$ cat config.mk
export PLATFORM = sky130hd
export DESIGN_NAME = register_file
export DESIGN_NICKNAME = d
export VERILOG_FILES = /design/src/rtl/regfile_pkg.sv /design/src/rtl/regfile_read_port.sv /design/src/rtl/register_file.sv
export SDC_FILE = /design/constraint.sdc
export NUM_CORES = 1
export LEC_CHECK = 0
export CORE_MARGIN = 4
export CORE_UTILIZATION = 30
export DETAILED_ROUTE_END_ITERATION = 10
export GPL_ROUTABILITY_DRIVEN = 0
export GPL_TIMING_DRIVEN = 0
export PLACE_DENSITY_LB_ADDON = 0.12
export SYNTH_ARGS = -nofsm -noshare
export SYNTH_HDL_FRONTEND = slang
export SYNTH_SLANG_ARGS = --single-unit
$ cat constraint.sdc
create_clock -name clk -period 3.25 [get_ports clk]
set_input_delay 0.8125 -clock clk [delete_from_list [all_inputs] [get_ports clk]]
set_output_delay 0.8125 -clock clk [all_outputs]
set_load 0.05 [all_outputs]
$ cat src/rtl/regfile_pkg.sv
// ----------------------------------------------------------------------------
// regfile_pkg : shared widths, derived register count and data/index types
// Revision    : 1.0
// ----------------------------------------------------------------------------
`default_nettype none

package regfile_pkg;

  localparam int DEF_DATA_W   = 8;
  localparam int DEF_ADDR_W   = 3;
  localparam int DEF_NUM_REGS = 2 ** DEF_ADDR_W;

  typedef logic [DEF_DATA_W-1:0] data_t;
  typedef logic [DEF_ADDR_W-1:0] idx_t;

endpackage

`default_nettype wire

$ cat src/rtl/regfile_read_port.sv
// ----------------------------------------------------------------------------
// regfile_read_port : NUM_REGS:1 read mux with optional write-through forward
// Revision          : 1.0
// ----------------------------------------------------------------------------
`default_nettype none

module regfile_read_port
  import regfile_pkg::*;
#(
  parameter int DATA_W = DEF_DATA_W,
  parameter int ADDR_W = DEF_ADDR_W
) (
  input  logic [(2**ADDR_W)-1:0][DATA_W-1:0] regs,
  input  logic [ADDR_W-1:0]                  idx,
  output logic [DATA_W-1:0]                  data
`ifdef REGFILE_BYPASS_EN
  ,
  input  logic                               wr_en,
  input  logic [ADDR_W-1:0]                  wr_idx,
  input  logic [DATA_W-1:0]                  wr_data
`endif
);

`ifdef REGFILE_BYPASS_EN
  // Forward the pending write so the reader sees it in the same cycle.
  always_comb begin
    data = regs[idx];
    if (wr_en && (wr_idx == idx)) begin
      data = wr_data;
    end
  end
`else
  always_comb begin
    data = regs[idx];
  end
`endif

endmodule

`default_nettype wire

$ cat src/rtl/register_file.sv
// ----------------------------------------------------------------------------
// register_file : 2R/1W register file; define REGFILE_BYPASS_EN for forwarding
// Revision      : 1.0
// ----------------------------------------------------------------------------
`default_nettype none

module register_file
  import regfile_pkg::*;
#(
  parameter int DATA_W = DEF_DATA_W,
  parameter int ADDR_W = DEF_ADDR_W
) (
  input  logic              clk,
  input  logic              rst,
  input  logic [ADDR_W-1:0] reg_read_1,
  input  logic [ADDR_W-1:0] reg_read_2,
  input  logic [ADDR_W-1:0] reg_write,
  input  logic              read_write,
  input  logic [DATA_W-1:0] in_data,
  output logic [DATA_W-1:0] out_data_1,
  output logic [DATA_W-1:0] out_data_2
);

  localparam int NUM_REGS = 2 ** ADDR_W;

  logic [NUM_REGS-1:0][DATA_W-1:0] regs;

  // Reset wins over a coincident write.
  always_ff @(posedge clk) begin
    if (rst) begin
      regs <= '0;
    end else if (read_write) begin
      regs[reg_write] <= in_data;
    end
  end

`ifdef REGFILE_BYPASS_EN
  logic wr_en;
  assign wr_en = read_write & ~rst;
`endif

  regfile_read_port #(
    .DATA_W (DATA_W),
    .ADDR_W (ADDR_W)
  ) u_read_1 (
    .regs    (regs),
    .idx     (reg_read_1),
    .data    (out_data_1)
`ifdef REGFILE_BYPASS_EN
    ,
    .wr_en   (wr_en),
    .wr_idx  (reg_write),
    .wr_data (in_data)
`endif
  );

  regfile_read_port #(
    .DATA_W (DATA_W),
    .ADDR_W (ADDR_W)
  ) u_read_2 (
    .regs    (regs),
    .idx     (reg_read_2),
    .data    (out_data_2)
`ifdef REGFILE_BYPASS_EN
    ,
    .wr_en   (wr_en),
    .wr_idx  (reg_write),
    .wr_data (in_data)
`endif
  );

endmodule

`default_nettype wire

==> flow_summary.ini <==
[synth]
synth_seq_area_share = 0.368
synth_fa_ha_area_frac = 0
synth_xor_area_frac = 0
syn_nets = 350
synth_compound_area_frac = 0.0575
syn_inst = 330
synth_top_family_by_area = multiplexers
yosys_warnings = 0
ys_ff_latch = 64
syn_area_per_cell_sq_um = 10.6
yosys.area_share.simple = 0.152
synthMuxAreaShare = 0.358
synth_cell_type_count = 23
synth_area_sq_um = 3480

[global_route]
grt_max_degree = 11
antenna_found_initial = 0
overflow = 0
track_usage = 0.171
grt_pass1_vias = 2712
grt_first_pass_wirelength_um = 16400

[sta]
setup_ws_ns = 0.0762
rsz0062_at_grt = no
skew_ns = 0
setup_viol = 0
timing.hold.ws_ns = 0.465
finalHoldViolCount = 0
period_minus_slack_ns = 3.17
worst_pin_slew_ns = 0.782
fmax_mhz = 315
period_share = 0.977
drv_slew = 0
relSlewSlack = 0.479

[placed_design]
placed_cells = 493
io_buffers = 20
placed_cell_area_sq_um = 3860
dpl_worst_slack_ns = -0.211
dp_hpwl_um = 6860

[worst_setup_path]
r2r_cells = 2
worstPathArrival_ns = 2.36
worst-path-max-fanout = 10
r2r_slack_ns = 2.60
timing.rr.end = regs[8]
r2r_start = regs[8]
criticalPathCategory = in2out
cp-start-kind = input pin
endpoint_kind = output pin
critPathRequiredTime_ns = 2.44

[layout]
area_growth_pct = 18.0
nNetsFinal = 381
final_cell_area_sq_um = 4110
drive_above_1_share = 0.153
largest_reg_flops = 64
final_util = 0.362
regMostFlops = regs
fin_cells = 509
diodes = 0
reg_top3 = regs (64)
n_fill_cell = 1133

[hold_path]
whs_path_depth = 2
holdCritPathClass = reg2reg
min_to = regs[4]
hold_start = regs[4]

[clock_network]
cts_buffer_depth = 2
h-tree-depth = 3
cts_tree = built
cts_root_buf = clkbuf_16
cts_made_buffers = 9
clkSinkCount = 64
post-cts-setup-buffers = 0
clock_latency_ns = 0.32
cts.hold.buffers_added = 0
clkTransAtPathRegs_ns = 0.05

[run]
cap_violations = 0

[power_and_ir_drop]
ir_worst_vdd_uv = 256
cellPowerDensity_nw_per_um2 = 462
p_leak_uw = 0.00160

[detailed_routing]
drtIter0Drc = 186
drcViolationCount = 0
vias_per_cell = 5.19
routed_wl_um = 10600
drtAntennaViolNets = 0
wl_per_cell_um = 20.9
vias = 2644
dr.pass1.iters = 4

[floorplan]
fp.dieH_um = 116
coreArea_sq_um = 11400
io_pins = 36
start_util = 0.306
rows = 39
die_area_sq_um = 13400
die_w_um = 116

[run_status]
outcome = finished clean
[synthesized netlist by cell type]
library cell  count  share of area
a21oi_1          40          0.057
and4_1            1         0.0025
and4b_1           3         0.0086
and4bb_2          2         0.0072
buf_1             1         0.0011
buf_2             3         0.0043
buf_4             4         0.0086
buf_6             6          0.019
buf_8             2         0.0086
clkbuf_1         21          0.023
dfxtp_1          64           0.37
mux2_2           12          0.039
mux2_4            4          0.017
mux2i_1          24          0.069
mux4_1           24           0.18
mux4_2            8          0.052
nand2_1          80          0.086
nand4_1           1         0.0018
nand4b_1          3         0.0075
nor2_1           24          0.026
nor4b_4           1         0.0068
nor4bb_1          1         0.0029
or4b_1            1         0.0029
[layout by cell type, fill, tap and decap left out]
cell type | synthesis | layout
clkdlybuf4s50_1 | 0 | 4
clkbuf_16 | 0 | 9
and4b_1 | 3 | 3
clkbuf_1 | 21 | 23
clkbuf_2 | 0 | 1
buf_1 | 1 | 1
or4b_1 | 1 | 1
buf_6 | 6 | 6
dlygate4sd2_1 | 0 | 16
nand4b_1 | 3 | 3
and4bb_2 | 2 | 2
mux4_2 | 8 | 8
buf_8 | 2 | 2
mux2_2 | 12 | 12
a21oi_1 | 40 | 40
nor4bb_1 | 1 | 1
mux2_4 | 4 | 4
dfxtp_1 | 64 | 64
buf_2 | 3 | 3
buf_4 | 4 | 4
nand4_1 | 1 | 1
and4_1 | 1 | 1
clkinv_2 | 0 | 2
mux2i_1 | 24 | 24
clkinvlp_4 | 0 | 1
mux4_1 | 24 | 24
nor4b_4 | 1 | 1
nor2_1 | 24 | 24
clkbuf_8 | 0 | 1
nand2_1 | 80 | 80
[repair_timing]
item	4_1_cts	5_1_grt
hold endpoints to repair	0	0
gates resized for setup	17	0
endpoints found under the setup margin	16	0
[where the power goes]
part           internal [uW]  switching, uW  total [uW]
clock network            535            341         875
logic                   82.4            128         211
registers                802           11.1         813
[cells by family after synthesis]
logic type | after synthesis
compound gates | 40
mux | 72
simple gates | 117
flops | 64
buf+inv | 37
[per-stage QoR]
step / power, uW / TNS (ns)
2_1_floorplan: 976 / 0
3_3_place_gp: 1040 / -2.17
3_5_place_dp: 1050 / -2.12
4_1_cts: 1920 / 0
5_1_grt: 1970 / 0
6_report: 1900 / 0
[final cells by class]
cell class	instances	area (sq um)	area share
repair buffers	20	180	0.0438
clock buffers	13	250	0.0609
flip-flops and latches	64	1280	0.312
multi-input cells	229	1980	0.481
clock inverters	3	17.5	0.00426
plain buffers	37	226	0.0551
well taps	143	179	0.0435
[worst max-delay path: stages]
cell	delay, ns
buf_6	0.14
buf_6	0.20
mux4_2	0.50
mux2_2	0.27
dlygate4sd2_1	0.42
[routing by layer]
layer,GRT usage,routed length [um],vias up
met5,0,0,-
li1,-,-,1262
met3,0.0266,462,10
met4,0.0534,116,0
met1,0.231,5000,1311
met2,0.282,5060,61
[worst max-delay path by stage]
stage | from | to | slack (ns) | cells past startpoint
after floorplan | reg_read_2[0] | out_data_2[5] | 0.51 | 4
after global placement | reg_read_1[0] | out_data_1[6] | -0.21 | 5
after detailed placement | reg_read_2[2] | out_data_2[5] | -0.21 | 5
after CTS | reg_read_1[0] | out_data_1[6] | 0.07 | 5
after global routing | reg_read_1[0] | out_data_1[5] | 0.04 | 5
final | reg_read_2[2] | out_data_2[5] | 0.08 | 5
Power figures use the tool's default switching activity.
